==> src/rtl/ram_access_ctrl_pkg.sv <==
// Shared constants for the data-RAM load/store front-end.
// Latency: n/a (declarations only).
// Backpressure: n/a.
//
// Holds the access-size encodings, FSM state encodings, the legacy
// RstEnable/WriteEnable/ZeroWord constants and the alignment check shared
// by the controller and its lane-alignment datapath.
package ram_access_ctrl_pkg;

  // Legacy constants kept for code that already refers to them.
  localparam logic        RstEnable   = 1'b1;
  localparam logic        WriteEnable = 1'b1;
  localparam logic [31:0] ZeroWord    = 32'h0000_0000;

  // Access size as presented by the memory stage.
  typedef logic [1:0] size_t;
  localparam size_t SizeByte = 2'b00;
  localparam size_t SizeHalf = 2'b01;
  localparam size_t SizeWord = 2'b10;
  localparam size_t SizeRsvd = 2'b11;

  // Controller FSM encodings.
  typedef logic [1:0] state_t;
  localparam state_t StIdle  = 2'd0;
  localparam state_t StMerge = 2'd1;
  localparam state_t StDone  = 2'd2;

  // A request is misaligned when its size does not divide its byte offset.
  // The reserved size encoding is always rejected.
  function automatic logic is_misaligned(input size_t size, input logic [1:0] off);
    logic mis;
    case (size)
      SizeByte: mis = 1'b0;
      SizeHalf: mis = off[0];
      SizeWord: mis = (off != 2'b00);
      SizeRsvd: mis = 1'b1;
      default:  mis = 1'b1;
    endcase
    return mis;
  endfunction

endpackage

==> src/rtl/ram_access_ctrl_if.sv <==
// Bundle of the core-side request port and the RAM-side port of the controller.
// Latency: n/a (wiring only).
// Backpressure: request is held by the core until ack_o; RAM never stalls.
//
// Core side : req_i, we_i, size_i, unsigned_i, addr_i, data_i -> ack_o, err_o, data_o
// RAM side  : ram_we_o, ram_addr_o, ram_data_o -> RAM, ram_data_i <- RAM (comb read)
// slave  modport : the controller.
// master modport : the core plus RAM (or a testbench standing in for both).
interface ram_access_ctrl_if #(
  parameter int ADDR_W = 32,
  parameter int DATA_W = 32
);
  import ram_access_ctrl_pkg::*;

  // core -> controller
  logic              req_i;
  logic              we_i;
  size_t             size_i;
  logic              unsigned_i;
  logic [ADDR_W-1:0] addr_i;
  logic [DATA_W-1:0] data_i;

  // controller -> core
  logic              ack_o;
  logic              err_o;
  logic [DATA_W-1:0] data_o;

  // controller <-> RAM
  logic              ram_we_o;
  logic [ADDR_W-1:0] ram_addr_o;
  logic [DATA_W-1:0] ram_data_o;
  logic [DATA_W-1:0] ram_data_i;

  modport slave (
    input  req_i, we_i, size_i, unsigned_i, addr_i, data_i, ram_data_i,
    output ack_o, err_o, data_o, ram_we_o, ram_addr_o, ram_data_o
  );

  modport master (
    output req_i, we_i, size_i, unsigned_i, addr_i, data_i, ram_data_i,
    input  ack_o, err_o, data_o, ram_we_o, ram_addr_o, ram_data_o
  );

endinterface

==> src/rtl/ram_access_ctrl_mem_lane_align.sv <==
// Byte-lane datapath: load extract/extend and sub-word store merge.
// Latency: purely combinational.
// Backpressure: none; outputs follow inputs.
//
// Ports:
//   size_i      access size (byte/half/word)
//   off_i       byte offset within the word (addr[1:0]), little-endian lanes
//   unsigned_i  1 = zero-extend loads, 0 = sign-extend
//   rdata_i     word read from the RAM
//   wdata_i     right-justified store data
//   ld_data_o   aligned, extended load result
//   st_data_o   rdata_i with the addressed lane(s) replaced by wdata_i
module mem_lane_align
  import ram_access_ctrl_pkg::*;
(
  input  size_t       size_i,
  input  logic [1:0]  off_i,
  input  logic        unsigned_i,
  input  logic [31:0] rdata_i,
  input  logic [31:0] wdata_i,
  output logic [31:0] ld_data_o,
  output logic [31:0] st_data_o
);

  logic [7:0]  lane8;
  logic [15:0] lane16;
  logic        sign8;
  logic        sign16;

  // Lane select: byte lane n sits at bits [8n+7:8n]; halfword lanes are
  // picked by off_i[1] only (off_i[0] set is a misaligned half, never merged).
  always_comb begin
    lane8  = rdata_i[{off_i, 3'b000} +: 8];
    lane16 = rdata_i[{off_i[1], 4'b0000} +: 16];
    sign8  = ~unsigned_i & lane8[7];
    sign16 = ~unsigned_i & lane16[15];
  end

  always_comb begin
    ld_data_o = ZeroWord;
    case (size_i)
      SizeByte: ld_data_o = {{24{sign8}}, lane8};
      SizeHalf: ld_data_o = {{16{sign16}}, lane16};
      SizeWord: ld_data_o = rdata_i;
      default:  ld_data_o = ZeroWord;
    endcase
  end

  always_comb begin
    st_data_o = rdata_i;
    case (size_i)
      SizeByte: st_data_o[{off_i, 3'b000} +: 8]     = wdata_i[7:0];
      SizeHalf: st_data_o[{off_i[1], 4'b0000} +: 16] = wdata_i[15:0];
      SizeWord: st_data_o = wdata_i;
      default:  st_data_o = rdata_i;
    endcase
  end

endmodule

==> src/rtl/ram_access_ctrl.sv <==
// Load/store front-end for a word-wide data RAM with no byte enables.
// Latency: ack 1 cycle after acceptance for loads/word stores/errors, 2 for sub-word stores.
// Backpressure: core holds req_i until ack_o; one request in flight, req_i ignored in DONE.
//
// Ports:
//   clk, rst   clock, asynchronous active-high reset
//   bus        ram_access_ctrl_if.slave: core request/response and RAM port
//
// Sub-word stores are read-modify-write: the RAM word is read combinationally
// in the accepting IDLE cycle, merged, and written back from the merge
// register in the following MERGE cycle.
module ram_access_ctrl
  import ram_access_ctrl_pkg::*;
#(
  parameter int ADDR_W = 32,
  parameter int DATA_W = 32
) (
  input  logic                clk,
  input  logic                rst,
  ram_access_ctrl_if.slave    bus
);

  // Registered state.
  state_t            state_q,  state_d;
  logic              err_q,    err_d;
  logic [DATA_W-1:0] data_q,   data_d;
  logic [DATA_W-1:0] merge_q,  merge_d;
  logic [ADDR_W-1:0] addr_q,   addr_d;

  // Request decode.
  logic              accept;
  logic              mis;
  logic              word_store_now;
  logic              wr_now;
  logic [ADDR_W-1:0] addr_aligned;
  logic [DATA_W-1:0] ld_data;
  logic [DATA_W-1:0] st_data;

  assign addr_aligned   = {bus.addr_i[ADDR_W-1:2], 2'b00};
  assign mis            = is_misaligned(bus.size_i, bus.addr_i[1:0]);
  assign accept         = (state_q == StIdle) && bus.req_i;
  assign word_store_now = accept && bus.we_i && !mis && (bus.size_i == SizeWord);

  mem_lane_align u_lane (
    .size_i     (bus.size_i),
    .off_i      (bus.addr_i[1:0]),
    .unsigned_i (bus.unsigned_i),
    .rdata_i    (bus.ram_data_i),
    .wdata_i    (bus.data_i),
    .ld_data_o  (ld_data),
    .st_data_o  (st_data)
  );

  // Next-state logic.
  always_comb begin
    state_d = state_q;
    err_d   = err_q;
    data_d  = data_q;
    merge_d = merge_q;
    addr_d  = addr_q;
    case (state_q)
      StIdle: begin
        if (bus.req_i) begin
          state_d = StDone;
          err_d   = 1'b0;
          if (mis) begin
            // Rejected before touching the RAM; load result is cleared.
            err_d  = 1'b1;
            data_d = ZeroWord;
          end else if (!bus.we_i) begin
            data_d = ld_data;
          end else if (bus.size_i != SizeWord) begin
            // Read half of the RMW happens now; the write goes out next cycle.
            merge_d = st_data;
            addr_d  = addr_aligned;
            state_d = StMerge;
          end
        end
      end
      StMerge: state_d = StDone;
      StDone:  state_d = StIdle;
      default: state_d = StIdle;
    endcase
  end

  always_ff @(posedge clk or posedge rst) begin
    if (rst) begin
      state_q <= StIdle;
      err_q   <= 1'b0;
      data_q  <= ZeroWord;
      merge_q <= ZeroWord;
      addr_q  <= '0;
    end else begin
      state_q <= state_d;
      err_q   <= err_d;
      data_q  <= data_d;
      merge_q <= merge_d;
      addr_q  <= addr_d;
    end
  end

  // RAM port. The write enable is gated by rst directly so an in-flight
  // MERGE write is dropped the moment reset rises, not on the next edge.
  assign wr_now         = (rst != RstEnable) && (word_store_now || (state_q == StMerge));
  assign bus.ram_we_o   = wr_now ? WriteEnable : ~WriteEnable;
  assign bus.ram_addr_o = (state_q == StMerge) ? addr_q : addr_aligned;
  assign bus.ram_data_o = (state_q == StMerge) ? merge_q : bus.data_i;

  // Core response.
  assign bus.ack_o  = (state_q == StDone);
  assign bus.err_o  = (state_q == StDone) && err_q;
  assign bus.data_o = data_q;

endmodule
==> src/flat_wrapper.sv <==
// flat-port wrapper written by rule: the top's interface ports become plain ports
module ram_access_ctrl_flat import ram_access_ctrl_pkg::*;
#(
  parameter int ADDR_W = 32,
  parameter int DATA_W = 32
)
  (clk, rst, bus_req_i, bus_we_i, bus_size_i, bus_unsigned_i, bus_addr_i, bus_data_i, bus_ram_data_i, bus_ack_o, bus_err_o, bus_data_o, bus_ram_we_o, bus_ram_addr_o, bus_ram_data_o);
  ram_access_ctrl_if #(.ADDR_W(ADDR_W), .DATA_W(DATA_W)) bus_i ();
  input  logic clk;
  input  logic rst;
  input wire logic [$bits(bus_i.req_i)-1:0] bus_req_i;
  input wire logic [$bits(bus_i.we_i)-1:0] bus_we_i;
  input wire logic [$bits(bus_i.size_i)-1:0] bus_size_i;
  input wire logic [$bits(bus_i.unsigned_i)-1:0] bus_unsigned_i;
  input wire logic [$bits(bus_i.addr_i)-1:0] bus_addr_i;
  input wire logic [$bits(bus_i.data_i)-1:0] bus_data_i;
  input wire logic [$bits(bus_i.ram_data_i)-1:0] bus_ram_data_i;
  output wire logic [$bits(bus_i.ack_o)-1:0] bus_ack_o;
  output wire logic [$bits(bus_i.err_o)-1:0] bus_err_o;
  output wire logic [$bits(bus_i.data_o)-1:0] bus_data_o;
  output wire logic [$bits(bus_i.ram_we_o)-1:0] bus_ram_we_o;
  output wire logic [$bits(bus_i.ram_addr_o)-1:0] bus_ram_addr_o;
  output wire logic [$bits(bus_i.ram_data_o)-1:0] bus_ram_data_o;
  assign bus_i.req_i = bus_req_i;
  assign bus_i.we_i = bus_we_i;
  assign bus_i.size_i = bus_size_i;
  assign bus_i.unsigned_i = bus_unsigned_i;
  assign bus_i.addr_i = bus_addr_i;
  assign bus_i.data_i = bus_data_i;
  assign bus_i.ram_data_i = bus_ram_data_i;
  assign bus_ack_o = bus_i.ack_o;
  assign bus_err_o = bus_i.err_o;
  assign bus_data_o = bus_i.data_o;
  assign bus_ram_we_o = bus_i.ram_we_o;
  assign bus_ram_addr_o = bus_i.ram_addr_o;
  assign bus_ram_data_o = bus_i.ram_data_o;
  ram_access_ctrl #(.ADDR_W(ADDR_W), .DATA_W(DATA_W)) u_core (.clk(clk), .rst(rst), .bus(bus_i));
endmodule
==> config.mk <==
export PLATFORM = sky130hd
export DESIGN_NAME = ram_access_ctrl_flat
export DESIGN_NICKNAME = d
export VERILOG_FILES = /design/src/rtl/ram_access_ctrl_pkg.sv /design/src/rtl/ram_access_ctrl_if.sv /design/src/rtl/ram_access_ctrl_mem_lane_align.sv /design/src/rtl/ram_access_ctrl.sv /design/src/flat_wrapper.sv
export SDC_FILE = /design/constraint.sdc
export NUM_CORES = 1
export LEC_CHECK = 0
export CORE_ASPECT_RATIO = 0.5
export CORE_MARGIN = 2
export CORE_UTILIZATION = 28
export DETAILED_ROUTE_END_ITERATION = 8
export HOLD_SLACK_MARGIN = 0.03
export PLACE_DENSITY = 0.63
export SETUP_SLACK_MARGIN = 0.1
export SLEW_MARGIN = 20
export SYNTH_ARGS = -nofsm -noshare
export SYNTH_HDL_FRONTEND = slang
export SYNTH_SLANG_ARGS = --single-unit
==> constraint.sdc <==
create_clock -name clk -period 3.1 [get_ports clk]
set_input_delay 0.465 -clock clk [delete_from_list [all_inputs] [get_ports clk]]
set_output_delay 0.465 -clock clk [all_outputs]
set_load 0.01 [all_outputs]
==> flow_summary.rst, run 1 <==
.. list-table::
   :header-rows: 1

   * - Metric
     - Value
   * - Cell area power density
     - 442 nW/um^2
   * - Min Clock Period, post-route
     - 2.74 ns
   * - Final Setup Violations
     - 0
   * - Simple-Gate Fraction of Synth Area
     - 13.9%
   * - Top fanout value on the critical path
     - 12
   * - Total global-route track usage
     - 19.4%
   * - Number of rows in the core area
     - 39
   * - Fill cell instance count of the final layout
     - 2227
   * - Post-CTS Hold Buffers
     - 0
   * - TritonCTS clock tree
     - built
   * - Outcome
     - completed
   * - Summed instance area of the synthesized netlist
     - 6420 um^2
   * - Final non-filler cell total
     - 1170
   * - Final weighted congestion in routability-driven placement
     - 0.826
   * - Final routed DRC violation total
     - 0
   * - Total Die Area
     - 24200 um^2
   * - Number of placed cells counting well taps
     - 1151
   * - Launching element type of the critical path
     - primary input
   * - Avg Cell Area, Syn
     - 9.34 um^2
   * - Buffer count from post-CTS setup fixing
     - 0
   * - Via count normalized by instance count
     - 5.32
   * - Router iterations before antenna repair
     - 5
   * - Number of max-slew violations in the final report
     - 0
   * - Buffer cell driving the clock tree root
     - sky130_fd_sc_hd__clkbuf_16
   * - Ys flop type
     - sky130_fd_sc_hd__dfrtp_1
   * - Gate count of the mapped netlist
     - 687
   * - Area fraction in compound gates after synthesis
     - 22.6%
   * - Detailed Route Iter0 Violations
     - 575
   * - Vias in the first global route
     - 6232
   * - Element type at the critical path end
     - output pin
   * - Worst setup slack before clock tree synthesis
     - 0.317 ns
   * - Worst-margin pin slew
     - 1.04 ns
   * - Standby leakage power
     - 0.00375 uW
   * - Layout cell share with drive strength beyond 1
     - 16.6%
   * - Total negative slack for setup checks
     - 0 ns
   * - Wire length of the first global-routing pass
     - 36.4 mm
   * - Core box area
     - 22600 um^2
   * - IR Drop Worst-Case VDD
     - 0.270 mV
   * - Data required time at the worst endpoint
     - 2.63 ns
   * - Layout-stage area growth over the synthesis result
     - 40.4%
   * - Highest clock frequency the design can meet
     - 0.364 GHz
   * - Largest family of logic cells by synthesized area
     - compound AO/OA/AOI/OAI gates
   * - Chip Height
     - 111 um
   * - Setup WS post-layout
     - 0.356 ns
   * - Cell area after placement
     - 8690 um^2
   * - Clock transition at the register clock pins on the worst setup and hold paths after CTS
     - 0.07 ns
   * - Half-perimeter wire length after placement
     - 17.2 mm
   * - Setup repair after global routing missed its margin
     - false
   * - Initial cell density of the core
     - 28.3%
   * - I/O pin total
     - 202
   * - Number of gates resized after cts
     - 0
   * - Worst hold-check path type
     - reg2reg
   * - Worst max-slew margin expressed relative to the limit
     - 30.8%
   * - Post-Route Skew
     - 0.00663 ns
   * - Wirelength per Cell
     - 19.9 um
   * - Hold violation total from the final report
     - 0
   * - Number of buffers on the longest clock path
     - 2
   * - Setup Crit Path Kind
     - in2out
   * - Number of flip-flops and latches in the synthesized netlist
     - 97
   * - Arrival time at the worst endpoint
     - 2.28 ns
   * - Arithmetic-cell share of the synthesized area counting full adders, half adders and majority gates
     - 0.975%
   * - Buffers on Ports
     - 199
   * - Count of unique library cells instantiated by Yosys
     - 43
   * - Post-route antenna net violation count
     - 0
   * - Initial antenna violation count
     - 2
   * - Total congestion overflow
     - 0
   * - Count of max-cap constraint violations
     - 0
   * - Pin count of the biggest net entering global routing
     - 51
   * - Number of clock sinks
     - 97
   * - DR vias
     - 6219
   * - Post-synthesis mux area share
     - 19.5%
   * - Number of flops mapped to enable cells by yosys
     - 0
   * - Number of buffers created by CTS
     - 9
   * - YS warnings
     - 0
   * - Post-Synth XOR/XNOR Area
     - 0%
   * - Proportion of register bits with asynchronous set or reset after synthesis
     - 100%
   * - Share of the cycle needed by the critical path after routing
     - 88.5%
   * - Portion of the post-synthesis area used by sequential elements
     - 37.8%
   * - Layout net count
     - 964
   * - Width of the die
     - 218 um
   * - Final instance area
     - 9010 um^2
   * - Count of H-tree levels built during CTS
     - 3
   * - Total detailed-routing wirelength
     - 23.2 mm
   * - Insertion delay to the later sink of the worst-skew pair
     - 0.36 ns
## cells in the final DEF, fill, tap and decap left out, types with 5 or more instances in the layout
cell type | netlist | layout
sky130_fd_sc_hd__a21o_1 | 19 | 19
sky130_fd_sc_hd__a21oi_1 | 28 | 28
sky130_fd_sc_hd__a221oi_1 | 10 | 10
sky130_fd_sc_hd__a22oi_1 | 20 | 20
sky130_fd_sc_hd__a31oi_1 | 25 | 25
sky130_fd_sc_hd__a32oi_1 | 8 | 8
sky130_fd_sc_hd__buf_4 | 2 | 24
sky130_fd_sc_hd__clkbuf_16 | 0 | 9
sky130_fd_sc_hd__clkdlybuf4s50_1 | 0 | 198
sky130_fd_sc_hd__dfrtp_1 | 97 | 97
sky130_fd_sc_hd__ha_1 | 5 | 5
sky130_fd_sc_hd__inv_1 | 7 | 6
sky130_fd_sc_hd__mux2_2 | 94 | 94
sky130_fd_sc_hd__mux2i_1 | 17 | 17
sky130_fd_sc_hd__nand2_1 | 115 | 115
sky130_fd_sc_hd__nand2b_1 | 10 | 9
sky130_fd_sc_hd__nand4_1 | 8 | 8
sky130_fd_sc_hd__nor2_1 | 23 | 23
sky130_fd_sc_hd__nor2b_1 | 18 | 18
sky130_fd_sc_hd__o211ai_1 | 9 | 9
sky130_fd_sc_hd__o21a_1 | 9 | 9
sky130_fd_sc_hd__o21ai_0 | 27 | 27
sky130_fd_sc_hd__o221ai_1 | 10 | 10
sky130_fd_sc_hd__o22a_1 | 11 | 11
sky130_fd_sc_hd__o2bb2ai_1 | 18 | 18
## critical path: stages
cell and delay [ns]:
sky130_fd_sc_hd__clkdlybuf4s50_1 0.65, sky130_fd_sc_hd__nor2b_1 0.28, sky130_fd_sc_hd__nand4_1 0.16, sky130_fd_sc_hd__a21oi_1 0.17
sky130_fd_sc_hd__clkdlybuf4s50_1 0.55
## metal layers
metal | routed length (um) | GRT usage [%] | vias to the layer above | share of wire (%)
met1 | 9870 | 26.1 | 3107 | 42
met5 | 0 | 0 | - | 0
li1 | - | - | 2862 | -
met3 | 1650 | 4.33 | 30 | 7.1
met2 | 11300 | 30.7 | 220 | 49
met4 | 431 | 6.39 | 0 | 1.9
## area by class of cell
cell class	instances	area (um^2)	area share (%)
Clock inverter	6	75.1	0.833
Sequential cell	97	2430	26.9
Antenna cell	2	5.00	0.0556
Timing Repair Buffer	224	2190	24.3
Clock buffer	10	229	2.54
Multi-Input combinational cell	516	3670	40.7
Tap cell	307	384	4.26
Inverter	8	32.5	0.361
## cell usage after synthesis, types with 2 or more instances
library cell,instances,area (um^2)
sky130_fd_sc_hd__a21o_1,19,143
sky130_fd_sc_hd__a21oi_1,28,140
sky130_fd_sc_hd__a221oi_1,10,87.6
sky130_fd_sc_hd__a222oi_1,4,40.0
sky130_fd_sc_hd__a22oi_1,20,150
sky130_fd_sc_hd__a2bb2oi_1,3,26.3
sky130_fd_sc_hd__a31oi_1,25,156
sky130_fd_sc_hd__a32oi_1,8,70.1
sky130_fd_sc_hd__and2_1,2,12.5
sky130_fd_sc_hd__buf_1,12,45.0
sky130_fd_sc_hd__buf_2,7,35.0
sky130_fd_sc_hd__buf_4,2,15.0
sky130_fd_sc_hd__buf_6,4,45.0
sky130_fd_sc_hd__clkbuf_1,42,158
sky130_fd_sc_hd__dfrtp_1,97,2430
sky130_fd_sc_hd__ha_1,5,62.6
sky130_fd_sc_hd__inv_1,7,26.3
sky130_fd_sc_hd__mux2_2,94,1060
sky130_fd_sc_hd__mux2i_1,17,170
sky130_fd_sc_hd__nand2_1,115,432
sky130_fd_sc_hd__nand2b_1,10,62.6
sky130_fd_sc_hd__nand3_1,2,10.0
sky130_fd_sc_hd__nand3b_1,3,22.5
sky130_fd_sc_hd__nand4_1,8,50.1
sky130_fd_sc_hd__nor2_1,23,86.3
sky130_fd_sc_hd__nor2b_1,18,113
sky130_fd_sc_hd__nor3b_1,3,22.5
sky130_fd_sc_hd__nor3b_2,3,37.5
sky130_fd_sc_hd__o211ai_1,9,67.6
sky130_fd_sc_hd__o21a_1,9,67.6
sky130_fd_sc_hd__o21ai_0,27,135
sky130_fd_sc_hd__o221ai_1,10,87.6
sky130_fd_sc_hd__o22a_1,11,96.3
sky130_fd_sc_hd__o2bb2ai_1,18,158
sky130_fd_sc_hd__o31a_1,3,26.3
sky130_fd_sc_hd__or2_1,2,12.5
## state kept, by name, summed over array words and instances (netlist names)
name,cells
u_core.err_q,1
u_core.merge_q,32
u_core.state_q,2
u_core.addr_q,30
u_core.bus.data_o,32
## path summary, 6_finish.rpt
check	from	endpoint	slack (ns)	cells after the start
min in group asynchronous	rst	u_core.addr_q[23]	0.56	2
setup reg to reg	u_core.state_q[0]	u_core.addr_q[12]	1.06	6
max in group asynchronous	rst	u_core.addr_q[9]	1.76	3
hold reg to reg	u_core.addr_q[21]	u_core.addr_q[21]	0.48	2
setup / recovery	bus_size_i[0]	bus_ram_we_o	0.36	5
hold / removal	u_core.addr_q[21]	u_core.addr_q[21]	0.48	2
## report_power, final
group | switching (uW) | internal (uW) | total, uW
Clock | 546 | 638 | 1180
Sequential | 147 | 1520 | 1670
Combinational | 525 | 601 | 1130
## cells by family (layout without fill, tap and decap cells)
kind of cell | Yosys count | count (layout)
AOI/OAI and AO/OA | 204 | 204
and+or+nand+nor | 193 | 193
other | 1 | 4
buffers and inverters | 75 | 248
DFF | 97 | 97
muxes | 112 | 112
adders and majority gates | 5 | 5
## through the flow
stage | utilization [%] | total power, uW | hold slack, ns
4_1_cts | 39.7 | 4010 | 0.480
3_5_place_dp | 38.4 | 2820 | 0.463
6_report | 39.8 | 3980 | 0.478
2_1_floorplan | - | 2270 | 0.442
3_3_place_gp | 38.4 | 2790 | 0.454
5_1_grt | 39.8 | 4190 | 0.507
Note: power is estimated with default switching activity, not from simulation.
==> run 2: changes to the inputs <==
--- a/config.mk
+++ b/config.mk
@@ -5,6 +5,7 @@
 export SDC_FILE = /design/constraint.sdc
 export NUM_CORES = 1
 export LEC_CHECK = 0
+export CAP_MARGIN = 40
 export CORE_ASPECT_RATIO = 0.5
 export CORE_MARGIN = 2
 export CORE_UTILIZATION = 28
==> flow_summary.rst, run 2 (same netlist as run 1, synthesis figures left out) <==
.. list-table::
   :header-rows: 1

   * - Metric
     - Value
   * - Outcome
     - completed (unchanged)
   * - Data required time at the worst endpoint
     - 2.63 ns (about the same)
   * - Max stage delay on crit path
     - 0.64 ns (was 0.65 ns)
   * - Final routed DRC violation total
     - 0 (unchanged)
   * - I/O pin total
     - 202 (unchanged)
   * - Worst-margin pin slew
     - 0.687 ns (was 1.04 ns)
   * - Detailed Route Iter0 Violations
     - 505 (was 575)
   * - Power share of the clock group
     - 29.5% (was 29.8%)
   * - Layout net count
     - 965 (was 964)
   * - Highest clock frequency the design can meet
     - 0.369 GHz (was 0.364 GHz)
   * - Critical-path cell with the highest stage delay
     - sky130_fd_sc_hd__clkdlybuf4s50_1 (unchanged)
   * - Insertion delay to the later sink of the worst-skew pair
     - 0.36 ns (about the same)
   * - Chip Height
     - 111 um (unchanged)
   * - Final weighted congestion in routability-driven placement
     - 0.826 (unchanged)
   * - Total negative slack for setup checks
     - 0 ns (unchanged)
   * - Crit-path most repeated cell
     - sky130_fd_sc_hd__clkdlybuf4s50_1 (unchanged)
   * - Router iterations before antenna repair
     - 6 (was 5)
   * - Via count normalized by instance count
     - 5.27 (was 5.32)
   * - Pin count of the biggest net entering global routing
     - 51 (unchanged)
   * - Standby leakage power
     - 0.00376 uW (was 0.00375 uW)
   * - Layout-stage area growth over the synthesis result
     - 40.6% (was 40.4%)
   * - Number of gates resized after cts
     - 0 (unchanged)
   * - Final instance area
     - 9020 um^2 (was 9010 um^2)
   * - TritonCTS clock tree
     - built (unchanged)
   * - Leading cell type in the layout, fill and taps excluded
     - sky130_fd_sc_hd__clkdlybuf4s50_1 (unchanged)
   * - Post-route antenna net violation count
     - 0 (unchanged)
   * - Fill cell instance count of the final layout
     - 2249 (was 2227)
   * - Sequential group share of total power
     - 42.1% (was 42.0%)
   * - Leading cell types in the layout, fill and taps excluded
     - sky130_fd_sc_hd__clkdlybuf4s50_1, sky130_fd_sc_hd__nand2_1, sky130_fd_sc_hd__dfrtp_1 (unchanged)
   * - Buffer count from post-CTS setup fixing
     - 0 (unchanged)
   * - Number of buffers on the longest clock path
     - 2 (unchanged)
   * - Initial antenna violation count
     - 2 (unchanged)
   * - Wirelength per Cell
     - 19.6 um (was 19.9 um)
   * - Worst hold-check path type
     - reg2reg (unchanged)
   * - Vias in the first global route
     - 6152 (was 6232)
   * - Width of the die
     - 218 um (unchanged)
   * - Cell area power density
     - 440 nW/um^2 (was 442 nW/um^2)
   * - Initial cell density of the core
     - 28.3% (unchanged)
   * - Setup Crit Path Kind
     - in2out (unchanged)
   * - Post-CTS Hold Buffers
     - 0 (unchanged)
   * - Switching Share
     - 30.3% (was 30.6%)
   * - Core box area
     - 22600 um^2 (unchanged)
   * - Total global-route track usage
     - 19.0% (was 19.4%)
   * - Post-Route Skew
     - 0.00846 ns (was 0.00663 ns)
   * - Half-perimeter wire length after placement
     - 17.2 mm (about the same)
   * - Element type at the critical path end
     - output pin (unchanged)
   * - Launching element type of the critical path
     - primary input (unchanged)
   * - Total Die Area
     - 24200 um^2 (unchanged)
   * - Internal Power
     - 2770 uW (was 2760 uW)
   * - Number of max-slew violations in the final report
     - 0 (unchanged)
   * - Wire length of the first global-routing pass
     - 35.7 mm (was 36.4 mm)
   * - NetSw
     - 1200 uW (was 1220 uW)
   * - Count of max-cap constraint violations
     - 0 (unchanged)
   * - Count of H-tree levels built during CTS
     - 3 (unchanged)
   * - Logic gate share of total power
     - 28.4% (was 28.3%)
   * - Hold violation total from the final report
     - 0 (unchanged)
   * - Layout cell share with drive strength beyond 1
     - 16.7% (was 16.6%)
   * - Overall power of the completed layout
     - 3970 uW (was 3980 uW)
   * - Cell area after placement
     - 8710 um^2 (was 8690 um^2)
   * - Buffer cell driving the clock tree root
     - sky130_fd_sc_hd__clkbuf_16 (unchanged)
   * - Min Clock Period, post-route
     - 2.71 ns (was 2.74 ns)
   * - Worst max-slew margin expressed relative to the limit
     - 54.1% (was 30.8%)
   * - Number of clock sinks
     - 97 (unchanged)
   * - Setup repair after global routing missed its margin
     - false (unchanged)
   * - Clock transition at the register clock pins on the worst setup and hold paths after CTS
     - 0.07 ns (about the same)
   * - Chain of cells forming the critical path
     - clkdlybuf4s50_1, nor2b_1, nand4_1, a21oi_1, clkdlybuf4s50_1 (unchanged)
   * - IR Drop Worst-Case VDD
     - 0.289 mV (was 0.270 mV)
   * - Top fanout value on the critical path
     - 12 (unchanged)
   * - Number of buffers created by CTS
     - 9 (unchanged)
   * - Share of the cycle needed by the critical path after routing
     - 87.5% (was 88.5%)
   * - Arrival time at the worst endpoint
     - 2.25 ns (was 2.28 ns)
   * - Total detailed-routing wirelength
     - 22.9 mm (was 23.2 mm)
   * - DR vias
     - 6166 (was 6219)
   * - Total congestion overflow
     - 0 (unchanged)
   * - Buffers on Ports
     - 199 (unchanged)
   * - Final Setup Violations
     - 0 (unchanged)
   * - Number of rows in the core area
     - 39 (unchanged)
==> run 2: worst paths after layout <==
check | start | endpoint | slack, ns | cells past startpoint
setup / recovery | bus_size_i[0] | bus_ram_we_o | 0.39 | 5
hold / removal | u_core.addr_q[21] | u_core.addr_q[21] | 0.48 | 2
setup reg to reg | u_core.state_q[0] | u_core.addr_q[8] | 1.05 | 6
hold reg to reg | u_core.addr_q[21] | u_core.addr_q[21] | 0.48 | 2
max in group asynchronous | rst | u_core.addr_q[7] | 1.75 | 3
min in group asynchronous | rst | u_core.addr_q[28] | 0.58 | 2
==> run 2: per-layer routing <==
layer  vias to the layer above  global-route usage [%]  wire [um]
met1                      3052                    25.3      10200
li1                       2869                       -          -
met5                         -                       0          0
met3                        37                    4.25       1320
met2                       208                    30.6      11000
met4                         0                    5.99        467
==> run 2: cell type report <==
cell class	count	area, um^2	share of cell area [%]
tap	307	384	4.26
clock buffer	10	229	2.54
clock inverter	6	75.1	0.832
sequential	97	2430	26.9
timing repair buffer	225	2200	24.4
inverter	8	32.5	0.361
antenna	2	5.00	0.0555
multi-input combinational	516	3670	40.6
==> run 2: per-stage QoR <==
stage | hold slack (ns) | setup slack [ns] | utilization (%) | instances
final | 0.477 | 0.387 | 39.8 | 1171
after global routing | 0.498 | 0.257 | 39.8 | 1171
after CTS | 0.480 | 0.383 | 39.8 | 1169
after detailed placement | 0.463 | 0.401 | 38.5 | 1153
after global placement | 0.454 | 0.354 | 38.4 | 1151
after floorplan | 0.442 | 0.101 | - | 688
==> run 2: critical path, delay by kind of cell <==
| family | cells | cell delay (ns) |
|---|---|---|
| AO/OA/AOI/OAI | 1 | 0.17 |
| AND/OR/NAND/NOR | 2 | 0.42 |
| buffers and inverters | 2 | 1.19 |
==> run 2: power groups by stage <==
| stage | Clock [uW] | Sequential (uW) | Combinational [uW] |
|---|---|---|---|
| finish | 1170 | 1670 | 1130 |
| floorplan | 0 | 1660 | 609 |
| global placement | 0 | 1680 | 1100 |
| detailed placement | 0 | 1690 | 1130 |
| CTS | 1220 | 1670 | 1130 |
| global route | 1270 | 1700 | 1230 |
